===== config.mk =====
export PLATFORM = sky130hd
export DESIGN_NAME = tqvp_multiplexed_hex_display
export DESIGN_NICKNAME = d
export VERILOG_FILES = /design/src/rtl/tqvp_multiplexed_hex_display.sv
export SDC_FILE = /design/constraint.sdc
export NUM_CORES = 1
export LEC_CHECK = 0
export ABC_AREA = 0
export BUFFER_PORTS_ARGS = -buffer_cell sky130_fd_sc_hd__buf_4
export CORE_MARGIN = 10
export CORE_UTILIZATION = 45
export DETAILED_ROUTE_END_ITERATION = 7
export GPL_TIMING_DRIVEN = 0
export PLACE_DENSITY_LB_ADDON = 0.2
export SLEW_MARGIN = 20
export SYNTH_ARGS = -nofsm -noshare
export SYNTH_HDL_FRONTEND = slang
export SYNTH_SLANG_ARGS = --single-unit

===== constraint.sdc =====
create_clock -name clk -period 6.1 [get_ports clk]
set_input_delay 1.22 -clock clk [delete_from_list [all_inputs] [get_ports clk]]
set_output_delay 1.22 -clock clk [all_outputs]
set_load 0.05 [all_outputs]

===== src/rtl/tqvp_multiplexed_hex_display.sv =====
// Multi-digit hex display peripheral for the TinyQV bus: double-buffered digit file, scan engine, PWM.
// Build macro TQVP_MHD_DEADTIME_EN blanks digit select for the first two phases of each slot.
module tqvp_multiplexed_hex_display #(
    parameter int unsigned DIGITS = 4
) (
    input  logic              clk,
    input  logic              rst_n,
    input  logic [3:0]        address,
    input  logic              data_write,
    input  logic [7:0]        data_in,
    output logic [7:0]        data_out,
    output logic [7:0]        uo_out,
    output logic [DIGITS-1:0] dig_out
);

    localparam int unsigned      IDX_W    = 3;
    localparam logic [IDX_W-1:0] LAST_IDX = IDX_W'(DIGITS - 1);

    logic [DIGITS-1:0][3:0] shadow_q;
    logic [DIGITS-1:0][3:0] disp_q;
    logic                   buf_mode_q;
    logic                   lzs_q;
    logic                   lt_q;
    logic                   bi_q;
    logic                   al_q;
    logic [7:0]             dp_q;
    logic [7:0]             bright_q;
    logic [7:0]             div_q;
    logic [7:0]             pre_q;
    logic [7:0]             phase_q;
    logic [7:0]             frame_q;
    logic [IDX_W-1:0]       idx_q;
    logic                   pending_q;

    logic                   tick_c;
    logic                   frame_end_c;
    logic                   commit_c;
    logic                   wr_commit_c;
    logic [3:0]             cur_digit_c;
    logic                   cur_dp_c;
    logic                   blank_c;
    logic                   zero_run_c;
    logic                   active_c;
    logic [7:0]             seg_c;
    logic [DIGITS-1:0]      dig_c;

    function automatic logic [6:0] hex_seg(input logic [3:0] v);
        logic [6:0] s;
        case (v)
            4'h0:    s = 7'h3F;
            4'h1:    s = 7'h06;
            4'h2:    s = 7'h5B;
            4'h3:    s = 7'h4F;
            4'h4:    s = 7'h66;
            4'h5:    s = 7'h6D;
            4'h6:    s = 7'h7D;
            4'h7:    s = 7'h07;
            4'h8:    s = 7'h7F;
            4'h9:    s = 7'h6F;
            4'hA:    s = 7'h77;
            4'hB:    s = 7'h7C;
            4'hC:    s = 7'h39;
            4'hD:    s = 7'h5E;
            4'hE:    s = 7'h79;
            default: s = 7'h71;
        endcase
        return s;
    endfunction

    // Scan timing strobes; the frame boundary is the wrap of the last digit's final phase
    always_comb begin
        tick_c      = (pre_q >= div_q);
        frame_end_c = tick_c && (phase_q == 8'hFF) && (idx_q == LAST_IDX);
        commit_c    = frame_end_c && pending_q;
        wr_commit_c = data_write && (address == 4'h8);
    end

    // Register file, scan counters and commit handshake
    always_ff @(posedge clk) begin
        if (!rst_n) begin
            shadow_q   <= '0;
            disp_q     <= '0;
            buf_mode_q <= 1'b0;
            lzs_q      <= 1'b1;
            lt_q       <= 1'b1;
            bi_q       <= 1'b1;
            al_q       <= 1'b1;
            dp_q       <= 8'h00;
            bright_q   <= 8'hFF;
            div_q      <= 8'h00;
            pre_q      <= 8'h00;
            phase_q    <= 8'h00;
            frame_q    <= 8'h00;
            idx_q      <= '0;
            pending_q  <= 1'b0;
        end else begin
            pre_q <= tick_c ? 8'h00 : pre_q + 8'd1;
            if (tick_c) begin
                phase_q <= phase_q + 8'd1;
                if (phase_q == 8'hFF) begin
                    idx_q <= (idx_q == LAST_IDX) ? '0 : idx_q + IDX_W'(1);
                end
            end
            if (frame_end_c) begin
                frame_q <= frame_q + 8'd1;
            end
            if (commit_c) begin
                disp_q <= shadow_q;
            end
            if (wr_commit_c) begin
                pending_q <= 1'b1;
            end else if (commit_c) begin
                pending_q <= 1'b0;
            end
            if (data_write) begin
                // A commit copy in the same cycle keeps the old shadow in the display buffer
                for (int i = 0; i < int'(DIGITS); i++) begin
                    if (address == 4'(i / 2)) begin
                        shadow_q[i] <= data_in[4*(i%2) +: 4];
                        if (!buf_mode_q && !commit_c) begin
                            disp_q[i] <= data_in[4*(i%2) +: 4];
                        end
                    end
                end
                case (address)
                    4'h4:    {buf_mode_q, lzs_q, lt_q, bi_q, al_q} <= data_in[7:3];
                    4'h5:    dp_q     <= data_in;
                    4'h6:    bright_q <= data_in;
                    4'h7:    div_q    <= data_in;
                    default: ;
                endcase
            end
        end
    end

    // Segment and digit-select values for the digit currently being scanned
    always_comb begin
        cur_digit_c = 4'h0;
        blank_c     = 1'b0;
        zero_run_c  = 1'b1;
        for (int i = int'(DIGITS) - 1; i >= 0; i--) begin
            zero_run_c = zero_run_c && (disp_q[i] == 4'h0);
            if (idx_q == IDX_W'(i)) begin
                cur_digit_c = disp_q[i];
                blank_c     = lzs_q && (i != 0) && zero_run_c && !dp_q[i];
            end
        end
        cur_dp_c = dp_q[idx_q];

        if (!lt_q) begin
            seg_c = 8'hFF;
        end else if (blank_c) begin
            seg_c = 8'h00;
        end else begin
            seg_c = {cur_dp_c, hex_seg(cur_digit_c)};
        end

`ifdef TQVP_MHD_DEADTIME_EN
        active_c = bi_q && (phase_q < bright_q) && (phase_q >= 8'd2);
`else
        active_c = bi_q && (phase_q < bright_q);
`endif

        dig_c = '0;
        for (int i = 0; i < int'(DIGITS); i++) begin
            dig_c[i] = active_c && (idx_q == IDX_W'(i));
        end
    end

    // Output registers with optional active-low polarity
    always_ff @(posedge clk) begin
        if (!rst_n) begin
            uo_out  <= 8'hFF;
            dig_out <= '1;
        end else begin
            uo_out  <= al_q ? ~seg_c : seg_c;
            dig_out <= al_q ? ~dig_c : dig_c;
        end
    end

    // Bus read mux
    always_comb begin
        data_out = 8'h00;
        case (address)
            4'h0, 4'h1, 4'h2, 4'h3: begin
                for (int i = 0; i < int'(DIGITS); i++) begin
                    if (address == 4'(i / 2)) begin
                        data_out[4*(i%2) +: 4] = shadow_q[i];
                    end
                end
            end
            4'h4:    data_out = {buf_mode_q, lzs_q, lt_q, bi_q, al_q, 3'b000};
            4'h5:    data_out = dp_q;
            4'h6:    data_out = bright_q;
            4'h7:    data_out = div_q;
            4'h8:    data_out = {pending_q, 4'b0000, idx_q};
            4'h9:    data_out = frame_q;
            default: data_out = 8'h00;
        endcase
    end

endmodule


==> summary by stage, run 1 <==
Global routing
The global-route total usage across every layer is 0.1889. The number of global-route vias before repair is 4817. The remaining global-route overflow is 0. The initial antenna violation count was 0.

Entering global routing, the biggest net connects 17 pins. The first global-routing pass estimated roughly 27000 um of wire.

Clock network
The total of hold buffers inserted after clock tree synthesis is 0. At the later pin of the worst-skew pair, clock insertion delay measures 0.36 ns. The maximum count of clock buffers along a single path is 2. After clock tree synthesis, the clock-pin slew on the worst setup and hold paths is 0.07 ns.

Clock tree synthesis inserted a total of 9 buffers. Once the clock tree was built, the resizer swapped 0 gates to a different size. The TritonCTS sink count is just over 100. The library cell used as clock root buffer is sky130_fd_sc_hd__clkbuf_16. The H-tree was split into 3 levels. The number of setup buffers added after CTS is 0. The TritonCTS clock tree is done.

Final layout
The area added between synthesis and finish is 12.91%. The number of inserted diodes is 0. The number of fillers in the final layout is roughly 1200. The layout net count is 732. The proportion of layout cells with a drive suffix above 1 is 0.1165.

The final core utilization is 0.5213.

Yosys
Of the synthesized area, sequential elements account for 0.3616. The flip-flop and latch count after synthesis is 101. The number of enable flip-flop cells after synthesis is 0. The most used flip-flop cell after synthesis is sky130_fd_sc_hd__dfxtp_1. The largest total area in the synthesized netlist belongs to sky130_fd_sc_hd__dfxtp_1. The share of synthesized registers carrying an async set or reset is 0. The area share of the leading cell type in the synthesized netlist is 0.3616. The net count after synthesis is 693.

After synthesis, the cell types taking the most area are sky130_fd_sc_hd__dfxtp_1 36%, sky130_fd_sc_hd__mux2i_1 9.3%, sky130_fd_sc_hd__ha_1 6.0%. In the synthesized netlist, the cells that appear most often are 101 x sky130_fd_sc_hd__dfxtp_1, 58 x sky130_fd_sc_hd__nand2_1, 52 x sky130_fd_sc_hd__mux2i_1, 51 x sky130_fd_sc_hd__nand3_1, 48 x sky130_fd_sc_hd__a21oi_1. The post-synthesis area per instance is 8.589 um^2.

The number of warnings printed during yosys synthesis is 0. After synthesis the cells add up to approximately 0.0056 mm^2. The cell count after synthesis is 651. By instance count, the leading cell after synthesis is sky130_fd_sc_hd__dfxtp_1. The number of library cell types mapped by synthesis is 66.

Timing
The number of slew-limit violations in the final report came to 0. After routing, the total negative slack on setup checks comes to 0 ns. Static timing analysis puts the maximum clock frequency at 219.0 MHz. The slew at the pin with the worst max-slew slack is 0.9351 ns.

Across all setup checks in the final design, the least slack found is 1.534 ns. The minimum period implied by the final worst setup slack is ~4.6 ns. Of the available clock period, the critical path in the final layout requires 0.7485. The final count of hold timing violations is 0. The final clock skew is 0.007755 ns. Measured against its own limit, the worst slew margin works out to 0.3743. Setup repair after global routing left no endpoint under its margin. Setup violations remaining at the end of the flow were counted as 0.

Power and ir drop
The maximum ir drop on the vdd rail is ~130 uV. The portion of total power attributed to sequential cells is 0.481. The share of total power dissipated in combinational logic is 0.103. The power consumption is 1.423 mW. The share of total power dissipated in the clock network is 0.416.

The switching power of the nets is 0.3754 mW. The leakage power total is about 2.7 nW. In this run the power density over the cells is around 230 mW/mm^2. Of the total power, the share spent switching nets is 0.2637. Internal power comes to 1.048 mW.

Worst setup path
STA puts the critical path data arrival time at 3.35 ns. The category of the worst setup path capture point is an output port. The peak per-stage delay on the critical path is 0.47 ns. The signal on the critical path passes through buf_4 -> nor2b_1 -> clkbuf_1 -> nand2_1 -> nor2_1 -> clkbuf_1 -> a22oi_1 -> nand2_1 -> buf_4. The critical path class is input pin to output port. The required time of the critical path is 4.88 ns. The maximum fanout encountered on the critical timing path is 10. The startpoint type of the worst setup path is an input pin. The slowest stage cell on the critical path is sky130_fd_sc_hd__nor2_1.

Run status
The flow ran to the end, and the final reports show no timing, DRC or antenna violations.

Floorplanning
The number of ports placed on the die boundary is 35. The initial utilization of the core area, before any placement, comes to 0.4617. Measured along the x axis, the die boundary spans 131.5 um. The die is 131.5 um tall.

The die area is between 0.015 and 0.02 mm^2. The floorplan core area is 0.01211 mm^2. Row generation in the floorplan step produced 40 rows.

Detailed routing
The number of antenna-violating nets in the routed design is 0. The total wire length is 16530 um. The post-detailed-route wirelength per cell is 19.15 um.

The initial DRC count is slightly below 600. The total number of vias is 5100. In the routed layout, each cell is associated on average with a via count of 5.910. The number of iterations in the first detailed-routing pass is 5. The number of DRC violations after detailed routing is 0.

Placement
During placement, the flow inserted port buffers numbering 28. OpenSTA, run right after detailed placement, puts the worst setup slack at 1.600 ns. The routability congestion estimate is 0.9521.

The detailed placer's ending HPWL is 12180 um.

Min path
The worst hold-check path type is flip-flop to flip-flop.

Run
The number of maximum-capacitance violations is 0.
layout make-up:
cell class | instances | area [um^2] | share of cell area
inverter | 28 | 105.1 | 0.01665
sequential | 101 | 2022 | 0.3203
timing repair buffer | 28 | 210.2 | 0.03329
multi-input combinational | 476 | 3256 | 0.5157
clock inverter | 6 | 62.56 | 0.009909
clock buffer | 10 | 239.0 | 0.03785
buffer | 46 | 209.0 | 0.03310
tap | 168 | 210.2 | 0.03329
logic make-up (layout without fill, tap and decap cells):
group	count (synthesis)	in the layout	share of synthesized area
AOI/OAI and AO/OA	152	152	0.1898
DFF	101	101	0.3616
muxes	62	62	0.1173
xor gates and xnor gates	9	9	0.01410
buffers and inverters	74	118	0.05616
adders and majority gates	27	27	0.06042
and+or+nand+nor	226	226	0.2007
layout by cell type (no fill, tap or decap), types with 4 or more instances in the layout:
cell type                   synthesis  layout
sky130_fd_sc_hd__a222oi_1           7       7
sky130_fd_sc_hd__a22o_1             8       8
sky130_fd_sc_hd__o21ai_0           19      19
sky130_fd_sc_hd__o41ai_1           16      16
sky130_fd_sc_hd__inv_1             27      27
sky130_fd_sc_hd__a22oi_1            9       9
sky130_fd_sc_hd__a31oi_1            4       4
sky130_fd_sc_hd__o31ai_1            8       8
sky130_fd_sc_hd__clkbuf_1          28      28
sky130_fd_sc_hd__mux2i_1           52      52
sky130_fd_sc_hd__and2_1             4       4
sky130_fd_sc_hd__nand2_1           58      58
sky130_fd_sc_hd__xnor2_1            4       4
sky130_fd_sc_hd__a211oi_1           4       4
sky130_fd_sc_hd__o211ai_1           4       4
sky130_fd_sc_hd__a21o_1             5       5
sky130_fd_sc_hd__dfxtp_1          101     101
sky130_fd_sc_hd__xor2_1             5       5
sky130_fd_sc_hd__ha_1              27      27
sky130_fd_sc_hd__clkbuf_16          0       9
sky130_fd_sc_hd__nand2b_1          10      10
sky130_fd_sc_hd__nand3_1           51      51
sky130_fd_sc_hd__a21oi_1           48      48
sky130_fd_sc_hd__nor2_1            47      47
sky130_fd_sc_hd__or4_1              7       7
sky130_fd_sc_hd__mux2_2             8       8
sky130_fd_sc_hd__or3_1              7       7
sky130_fd_sc_hd__buf_2             14      14
sky130_fd_sc_hd__buf_4              1      29
sky130_fd_sc_hd__nor2b_1            6       6
sky130_fd_sc_hd__nor3_1             5       5
sky130_fd_sc_hd__and3_1             7       7
final timing paths:
kind,startpoint,to,slack [ns],depth (start not counted)
worst min-delay path,div_q[3]$_SDFFE_PN0P_,div_q[3]$_SDFFE_PN0P_,0.49,2
worst max-delay path,address[3],data_out[1],1.53,9
worst min register to register,div_q[3]$_SDFFE_PN0P_,div_q[3]$_SDFFE_PN0P_,0.49,2
worst max register to register,idx_q[0]$_SDFFE_PN0P_,uo_out[6]$_SDFF_PN1_,3.04,12
power groups by stage:
stage	Combinational, mW	Sequential (mW)	Clock (mW)
2_1_floorplan	0.0819	0.711	0
3_3_place_gp	0.143	0.699	0
3_5_place_dp	0.145	0.700	0
4_1_cts	0.146	0.685	0.593
5_1_grt	0.158	0.686	0.624
6_report	0.147	0.685	0.592
critical path: cells and delay by family:
kind                   cells  cell delay [ns]
buffers and inverters      4             1.09
AOI/OAI and AO/OA          1             0.15
and+or+nand+nor            4             0.87
metrics by stage:
stage                     cell area, um^2  hold WS, ns  cells
final                                6314       0.4855    863
after global placement               6012       0.4588    847
after floorplan                      5592       0.4373    651
after CTS                            6314       0.4849    863
after global routing                 6314       0.5072    863
after detailed placement             6012       0.4725    847
flip-flops by register name (all words and copies together), names as in the netlist, 3 cells and up:
signal    count
disp_q       16
shadow_q     16
bright_q      8
div_q         8
dp_q          8
frame_q       8
phase_q       8
pre_q         8
uo_out        8
dig_out       4
idx_q         3
routing by layer:
metal / wire length (um) / up-vias / global-route usage
met3: 1062 / 30 / 0.03392
met4: 405 / 0 / 0.07540
met1: 7684 / 2413 / 0.2542
met5: 0 / - / 0
li1: - / 2469 / -
met2: 7374 / 188 / 0.2919
No activity file was read; power rests on OpenSTA's default activity.
==> inputs of run 2 (changes only) <==
- ABC_AREA: 0 -> 1
- clock period: 6.1 -> 4.6 ns (I/O delays scaled with it)
==> run 2 against run 1 <==
Power up 32%. Design area down 0.14%. Final cell count up 16%. Critical endpoint is now data_out[4]. Sequential cell count unchanged. Synthesized cell count up 21%. Clock skew about the same. Die area down 0.46%. Clock power up 30%. Critical path type unchanged. Sequential power up 33%. Sequential share of layout area about the same. First-iteration DRC count down 6.0%. Utilization up 0.14 points.
==> summary by stage, run 2 <==
Worst setup path
The logic depth of the worst register-to-register path is 14 (was 12). The startpoint type of the worst setup path was an input pin (unchanged). CP cell instances: buf_4 -> nor2_1 -> inv_2 -> nor2_1 -> clkbuf_1 -> a221oi_1 -> o2111ai_1 -> buf_4 (was buf_4 -> nor2b_1 -> clkbuf_1 -> nand2_1 -> nor2_1 -> clkbuf_1 -> a22oi_1 -> nand2_1 -> buf_4). The maximum fanout encountered on the critical timing path is 10 (unchanged). The end of the worst register-to-register path is uo_out[6]$_SDFF_PN1_ (unchanged). The required time of the critical path was 3.68 ns (was 4.88 ns). The register-to-register setup slack is 1.66 ns (was 3.04 ns).

The critical path class is input pin to output port (unchanged). The data arrival time of the critical path is 2.57 ns (was 3.35 ns). The slowest stage cell on the critical path is sky130_fd_sc_hd__clkbuf_1 (was sky130_fd_sc_hd__nor2_1). The family with the most delay on the worst path is buffers and inverters (unchanged).

The worst flop-to-flop path startpoint is idx_q[0]$_SDFFE_PN0P_ (unchanged). The count of buffer and inverter cells on the critical path is 4 (unchanged). The peak per-stage delay on the critical path came to 0.40 ns (was 0.47 ns). The category of the worst setup path capture point is an output port (unchanged).

Timing
The share of the clock period used by the worst path after layout is 0.7579. After layout, the minimum clock period comes to 3.486 ns. The final count of hold timing violations is 0 (unchanged). The sum of negative setup slack is 0 ns (unchanged). The slew at the pin with the worst max-slew slack came to 0.6622 ns (was 0.9351 ns).

Based on the critical path, the design can be clocked at up to 286.8 MHz. The number of endpoints failing setup at the final stage came to 0 (unchanged). The final clock skew is 0.007995 ns (was 0.007755 ns). RSZ-0062 raised after global routing: no (unchanged). The worst slew margin relative to its limit is 0.5585 (was 0.3743). The number of slew-limit violations in the final report came to 0 (unchanged).

Power and ir drop
The clock group share of total power was 0.408 (was 0.416). The switching power of the nets came to 0.4895 mW (was 0.3754 mW). The power consumption came to 1.882 mW (was 1.423 mW). The internal power summed over all cells came to 1.392 mW (was 1.048 mW). The part of the total power dissipated in combinational logic is 0.107 (was 0.103). The portion of total power attributed to sequential cells came to 0.485 (was 0.481). The ratio of total power to cell area is 298.4 mW/mm^2 (was 225.5 mW/mm^2). The leakage power total was 2.735 nW (was 2.656 nW). The maximum ir drop on the vdd rail is 144.0 uV (was 130.6 uV). The switching part of the total is 0.2602 (was 0.2637).

Min path
The worst hold-check path type was flip-flop to flip-flop (unchanged). The beginning of the worst hold path is pre_q[0]$_SDFF_PP0_ (was div_q[3]$_SDFFE_PN0P_). The end point of the worst hold path is pre_q[0]$_SDFF_PP0_ (was div_q[3]$_SDFFE_PN0P_). The number of cells on the worst hold path came to 1 (was 2).

Clock network
The clock transition time at the flip-flop clock pins of the worst setup and hold paths is 0.07 ns (about the same). The number of levels the H-tree was split into is 3 (unchanged). The source-to-sink clock delay at the later pin of the worst-skew pair is 0.35 ns (was 0.36 ns). The TritonCTS clock tree is done (unchanged). The number of buffers inserted during clock tree synthesis came to 9 (unchanged). The post-cts sizing count is 0 (unchanged). The number of setup buffers added after CTS is 0 (unchanged). The maximum count of clock buffers along a single path is 2 (unchanged). The library cell used as clock root buffer is sky130_fd_sc_hd__clkbuf_16 (unchanged). The total of hold buffers inserted after clock tree synthesis was 0 (unchanged). The TritonCTS sink count came to 101 (unchanged).

Final layout
The number of inserted diodes is 0 (unchanged). The proportion of layout cells with a drive suffix above 1 came to 0.1223 (was 0.1165). The layout net count was 872 (was 732). The area added between synthesis and finish is 13.36% (was 12.91%). Leading cell types in the layout, fill and taps excluded: 161 x sky130_fd_sc_hd__nand2_1, 101 x sky130_fd_sc_hd__dfxtp_1, 93 x sky130_fd_sc_hd__inv_1, 68 x sky130_fd_sc_hd__a21oi_1, 61 x sky130_fd_sc_hd__nand3_1 (was 101 x sky130_fd_sc_hd__dfxtp_1, 58 x sky130_fd_sc_hd__nand2_1, 52 x sky130_fd_sc_hd__mux2i_1, 51 x sky130_fd_sc_hd__nand3_1, 48 x sky130_fd_sc_hd__a21oi_1).

The filler-free cell count of the finished design came to 1002 (was 863). Registers with the highest flip-flop counts: disp_q x16, shadow_q x16 (unchanged). The most common cell after layout, fill and taps aside is sky130_fd_sc_hd__nand2_1 (was sky130_fd_sc_hd__dfxtp_1). The finished layout cell area came to 0.006305 mm^2 (was 0.006314 mm^2).

Run
The number of maximum-capacitance violations came to 0 (unchanged).

Detailed routing
The total wire length is 16240 um (was 16530 um). The total number of vias is 5431 (was 5100). The via density per instance was 5.420 (was 5.910). The number of iterations in the first detailed-routing pass is 5 (unchanged). The post-detailed-route wirelength per cell is 16.20 um (was 19.15 um).

The number of antenna-violating nets in the routed design is 0 (unchanged). The number of DRC violations after detailed routing came to 0 (unchanged). The initial DRC count is 545 (was 580).

Yosys
The sequential cell area fraction in the yosys report was 0.3636 (was 0.3616). The net count after synthesis is 829 (was 693). The most used flip-flop cell after synthesis is sky130_fd_sc_hd__dfxtp_1 (unchanged). The cell count after synthesis is 787 (was 651). Leading post-synthesis cells by instance count: 161 x sky130_fd_sc_hd__nand2_1, 101 x sky130_fd_sc_hd__dfxtp_1, 93 x sky130_fd_sc_hd__inv_1, 68 x sky130_fd_sc_hd__a21oi_1, 61 x sky130_fd_sc_hd__nand3_1 (was 101 x sky130_fd_sc_hd__dfxtp_1, 58 x sky130_fd_sc_hd__nand2_1, 52 x sky130_fd_sc_hd__mux2i_1, 51 x sky130_fd_sc_hd__nand3_1, 48 x sky130_fd_sc_hd__a21oi_1).

The most numerous cell in the Yosys netlist was sky130_fd_sc_hd__nand2_1 (was sky130_fd_sc_hd__dfxtp_1). The share of synthesized registers carrying an async set or reset is 0 (unchanged). The post-synthesis instance area was 0.005562 mm^2 (was 0.005592 mm^2).

The area share of the leading cell type in the synthesized netlist is 0.3636 (was 0.3616). The flip-flop and latch count after synthesis was 101 (unchanged). The number of warnings printed during yosys synthesis is 0 (unchanged).

The post-synthesis area per instance was 7.067 um^2 (was 8.589 um^2). The post-synthesis cell type with the largest combined area is sky130_fd_sc_hd__dfxtp_1 (unchanged). The number of library cell types mapped by synthesis came to 41 (was 66). Largest cells by area after synthesis: sky130_fd_sc_hd__dfxtp_1 36%, sky130_fd_sc_hd__nand2_1 11%, sky130_fd_sc_hd__inv_1 6.3% (was sky130_fd_sc_hd__dfxtp_1 36%, sky130_fd_sc_hd__mux2i_1 9.3%, sky130_fd_sc_hd__ha_1 6.0%). The number of enable flip-flop cells after synthesis was 0 (unchanged).

Global routing
The remaining global-route overflow is 0 (unchanged). The number of global-route vias before repair is 5065 (was 4817). The pin count of the biggest net entering global routing is 16 (was 17). The global-route total usage across every layer came to 0.1855 (was 0.1889). The initial antenna violation count is 0 (unchanged). The first-pass GRT wire length came to 25960 um (was 26630 um).

Floorplanning
The die span in x is 131.2 um (was 131.5 um). The height of the die came to 131.2 um (was 131.5 um). The standard-cell row count is 40 (unchanged). The initial core utilization is 0.4611 (was 0.4617). The number of ports placed on the die boundary is 35 (unchanged).

The floorplan core area is 0.01206 mm^2 (was 0.01211 mm^2). The die area is 0.01721 mm^2 (was 0.01728 mm^2).

Run status
Status: finished clean (unchanged).

Placement
The cell area after placement came to 0.006012 mm^2 (unchanged). The number of buffer cells added on primary ports is 32 (was 28). The routability congestion estimate is 1.021 (was 0.9521). The placed cell count was 987 (was 847). The detailed placer's ending HPWL came to 12730 um (was 12180 um).
[run 2: cell count changes after synthesis, moves of 17 or more]
cell                      change
sky130_fd_sc_hd__inv_1       +66
sky130_fd_sc_hd__nand2_1    +103
sky130_fd_sc_hd__o21ai_0     +32
sky130_fd_sc_hd__inv_2       +17
sky130_fd_sc_hd__mux2i_1     -52
sky130_fd_sc_hd__a21oi_1     +20
[run 2: cells by family after synthesis]
| family | after synthesis | share of synthesized area |
|---|---|---|
| buffers and inverters | 139 | 0.09944 |
| XOR/XNOR | 5 | 0.007874 |
| adder cells (fa/ha/maj) | 27 | 0.06074 |
| AO/OA/AOI/OAI | 185 | 0.1955 |
| AND/OR/NAND/NOR | 330 | 0.2729 |
| flip-flops | 101 | 0.3636 |
[run 2: per-layer routing]
layer	wire, um	vias up	GRT usage
li1	-	2716	-
met1	7467	2477	0.2510
met2	7023	207	0.2780
met3	1275	31	0.03201
met4	469	0	0.09063
met5	0	-	0
[run 2: stage by stage]
step	setup WS, ns	hold WS (ns)	util
after floorplan	1.433	0.4297	-
after global placement	1.226	0.4432	0.4984
after detailed placement	1.159	0.4552	0.4984
after CTS	1.165	0.4716	0.5227
after global routing	1.014	0.4971	0.5227
final	1.114	0.4610	0.5227
[run 2: worst register-to-register path, cell delays in order (launching register included)]
cell	delay, ns
sky130_fd_sc_hd__dfxtp_1	0.49
sky130_fd_sc_hd__clkinv_1	0.34
sky130_fd_sc_hd__ha_1	0.35
sky130_fd_sc_hd__inv_1	0.12
sky130_fd_sc_hd__nand2_1	0.06
sky130_fd_sc_hd__o21ai_0	0.15
sky130_fd_sc_hd__nand2_1	0.09
sky130_fd_sc_hd__a21oi_1	0.34
sky130_fd_sc_hd__ha_1	0.23
sky130_fd_sc_hd__nand3b_1	0.18
sky130_fd_sc_hd__nand3_1	0.12
sky130_fd_sc_hd__nand2_1	0.14
sky130_fd_sc_hd__nand2_1	0.08
sky130_fd_sc_hd__nand2_1	0.07
sky130_fd_sc_hd__nand3_1	0.07
[run 2: power by group through the flow]
stage               logic [mW]  registers, mW  clock network, mW
floorplan                0.111          0.950                  0
global placement         0.194          0.932                  0
detailed placement       0.198          0.933                  0
CTS                      0.199          0.913              0.779
global route             0.223          0.916              0.812
finish                   0.201          0.913              0.767
[run 2: worst max-delay path by stage]
stage	end	cells past startpoint	startpoint
floorplan	data_out[3]	5	address[0]
global placement	data_out[6]	8	address[1]
detailed placement	data_out[6]	8	address[1]
CTS	data_out[6]	8	address[1]
global route	data_out[6]	8	address[1]
finish	data_out[4]	8	address[1]
[run 2: final cells by class]
type	count	area [um^2]
fillers	1194	5757
multi-input cells	547	2987
flip-flops and latches	101	2022
inverters	112	420.4
clock buffers	12	246.5
repair buffers	32	240.2
well taps	168	210.2
plain buffers	27	132.6
clock inverters	3	46.29
==> inputs of run 3 (changes only) <==
- ABC_AREA: 1 -> 0
- clock period: 4.6 -> 3 ns (I/O delays scaled with it)
==> run 3 against run 2 <==
Clock power up 56%. Design area up 0.34%. Combinational power grew 48%. Critical endpoint is now data_out[1]. Hold slack better by 0.025 ns. Utilization about the same. Wire length increased by 1.4%. Global-route usage up 0.34 points. Sequential cell count unchanged. Sequential share of layout area fell by 0.088 points. First-iteration DRC count grew 2.9%. Largest cell class unchanged. Die area rose by 0.46%. Highest routed layer unchanged.
==> summary by stage, run 3 (same netlist as run 1, synthesis figures left out) <==
Timing
The final count of hold timing violations was 0 (unchanged). The worst slew margin relative to its limit is 0.3772 (was 0.5585). The final clock skew is 0.008808 ns (was 0.007995 ns).

The smallest clock period supported by the final layout is computed as 2.880 ns. The share of the clock period used by the worst path after layout is 0.9602. The number of slew-limit violations in the final report was 0 (unchanged). The post-route worst hold slack is 0.4865 ns (was 0.4610 ns). The number of endpoints failing setup at the final stage is 0 (unchanged). The slew at the pin with the worst max-slew slack came to 0.9308 ns (was 0.6622 ns).

RSZ-0062 raised after global routing: no (unchanged). Static timing analysis puts the maximum clock frequency at 347.2 MHz. The sum of negative setup slack came to 0 ns (unchanged).

The worst-case setup margin in the final layout was 0.1195 ns (was 1.114 ns).

Final layout
The proportion of layout cells with a drive suffix above 1 is 0.1270 (was 0.1223). The filler-free cell count of the finished design is 861 (was 1002). The most common cell after layout, fill and taps aside is sky130_fd_sc_hd__dfxtp_1 (was sky130_fd_sc_hd__nand2_1). Leading cell types in the layout, fill and taps excluded: 100 x sky130_fd_sc_hd__dfxtp_1, 58 x sky130_fd_sc_hd__nand2_1, 52 x sky130_fd_sc_hd__mux2i_1, 51 x sky130_fd_sc_hd__nand3_1, 48 x sky130_fd_sc_hd__a21oi_1 (was 161 x sky130_fd_sc_hd__nand2_1, 101 x sky130_fd_sc_hd__dfxtp_1, 93 x sky130_fd_sc_hd__inv_1, 68 x sky130_fd_sc_hd__a21oi_1, 61 x sky130_fd_sc_hd__nand3_1).

The final core utilization was 0.5223 (was 0.5227). The area added between synthesis and finish is 13.13% (was 13.36%). The finished layout cell area is 0.006326 mm^2 (was 0.006305 mm^2). The number of inserted diodes is 0 (unchanged).

The layout net count is 730 (was 872). Registers with the highest flip-flop counts: disp_q x16, shadow_q x16 (unchanged).

Floorplanning
The die span in x was 131.5 um (was 131.2 um). The floorplan core area is 0.01211 mm^2 (was 0.01206 mm^2). The initial core utilization is 0.4617 (was 0.4611). The number of ports placed on the die boundary is 35 (unchanged). The die area is 0.01728 mm^2 (was 0.01721 mm^2). The standard-cell row count is 40 (unchanged). The height of the die is 131.5 um (was 131.2 um).

Power and ir drop
The leakage power total is 2.665 nW (was 2.735 nW). The maximum ir drop on the vdd rail came to 255.8 uV (was 144.0 uV). The ratio of total power to cell area came to 457.3 mW/mm^2 (was 298.4 mW/mm^2).

The power consumption is 2.893 mW (was 1.882 mW).

Detailed routing
The number of DRC violations after detailed routing came to 0 (unchanged). The via density per instance was 5.858 (was 5.420). The number of antenna-violating nets in the routed design is 0 (unchanged). The number of iterations in the first detailed-routing pass came to 5 (unchanged). The initial DRC count is 561 (was 545). The total number of vias is 5044 (was 5431).

The total wire length is 16460 um (was 16240 um). The post-detailed-route wirelength per cell is 19.12 um (was 16.20 um).

Clock network
The number of buffers inserted during clock tree synthesis came to 9 (unchanged). The library cell used as clock root buffer is sky130_fd_sc_hd__clkbuf_16 (unchanged). The TritonCTS sink count is 101 (unchanged). The clock transition time at the flip-flop clock pins of the worst setup and hold paths is 0.07 ns (about the same). The post-cts sizing count came to 4 (was 0).

The source-to-sink clock delay at the later pin of the worst-skew pair is 0.36 ns (was 0.35 ns). The TritonCTS clock tree is done (unchanged). The maximum count of clock buffers along a single path is 2 (unchanged). The number of setup buffers added after CTS is 0 (unchanged). The number of levels the H-tree was split into came to 3 (unchanged). The total of hold buffers inserted after clock tree synthesis is 0 (unchanged).

Placement
The placed cell count is 847 (was 987). The cell area after placement is 0.006012 mm^2 (unchanged). The worst setup slack before clock tree synthesis is -0.2600 ns (was 1.159 ns). The routability congestion estimate is 0.9521 (was 1.021). The number of buffer cells added on primary ports is 28 (was 32). The detailed placer's ending HPWL is 12180 um (was 12730 um).

Worst setup path
The startpoint type of the worst setup path is an input pin (unchanged). The maximum fanout encountered on the critical timing path is 10 (unchanged). The required time of the critical path is 2.40 ns (was 3.68 ns). The critical path class was input pin to output port (unchanged). The data arrival time of the critical path is 2.28 ns (was 2.57 ns). The register-to-register setup slack is 0.24 ns (was 1.66 ns). The category of the worst setup path capture point is an output port (unchanged).

Global routing
The remaining global-route overflow is 0 (unchanged). The global-route total usage across every layer is 0.1889 (was 0.1855). The first-pass GRT wire length is 26650 um (was 25960 um). The initial antenna violation count is 0 (unchanged). The pin count of the biggest net entering global routing is 17 (was 16).

The number of global-route vias before repair is 4812 (was 5065).

Min path
The worst hold-check path type is flip-flop to flip-flop (unchanged).

Run
The number of maximum-capacitance violations is 0 (unchanged).

Run status
Status: finished clean (unchanged).
## run 3: final cells by class
cell class,instances,area [um^2]
buffer,44,205.2
clock buffer,10,239.0
clock inverter,6,62.56
fill,1200,5786
inverter,28,105.1
multi-input combinational,476,3271
sequential,101,2023
tap,168,210.2
timing repair buffer,28,210.2
## run 3: critical path, cell delays in order
cell and delay (ns):
sky130_fd_sc_hd__buf_4 0.13, sky130_fd_sc_hd__nor2b_1 0.20, sky130_fd_sc_hd__clkbuf_2 0.26, sky130_fd_sc_hd__nand2_1 0.09, sky130_fd_sc_hd__nor2_2 0.30, sky130_fd_sc_hd__clkbuf_2 0.29, sky130_fd_sc_hd__a22oi_1 0.12, sky130_fd_sc_hd__nand2_1 0.09
sky130_fd_sc_hd__buf_4 0.20
## run 3: power by group
group | switching (mW) | internal [mW] | leakage (nW)
sequential | 0.0240 | 1.37 | 0.820
clock | 0.535 | 0.668 | 0.152
combinational | 0.203 | 0.0947 | 1.69
total | 0.762 | 2.13 | 2.67
## run 3: path summary, 6_finish.rpt
| check | endpoint | cells after the start | startpoint |
|---|---|---|---|
| setup / recovery | data_out[1] | 9 | address[3] |
| hold / removal | div_q[3]$_SDFFE_PN0P_ | 2 | div_q[3]$_SDFFE_PN0P_ |
| setup reg to reg | uo_out[6]$_SDFF_PN1_ | 12 | idx_q[0]$_SDFFE_PN0P_ |
| hold reg to reg | div_q[3]$_SDFFE_PN0P_ | 2 | div_q[3]$_SDFFE_PN0P_ |
## run 3: layer usage
| layer | up-vias | routed length, um | global-route usage | part of all wire |
|---|---|---|---|---|
| met1 | 2382 | 7563 | 0.2540 | 0.46 |
| met3 | 27 | 1142 | 0.03392 | 0.069 |
| li1 | 2462 | - | - | - |
| met5 | - | 0 | 0 | 0 |
| met2 | 173 | 7388 | 0.2922 | 0.45 |
| met4 | 0 | 365 | 0.07540 | 0.022 |
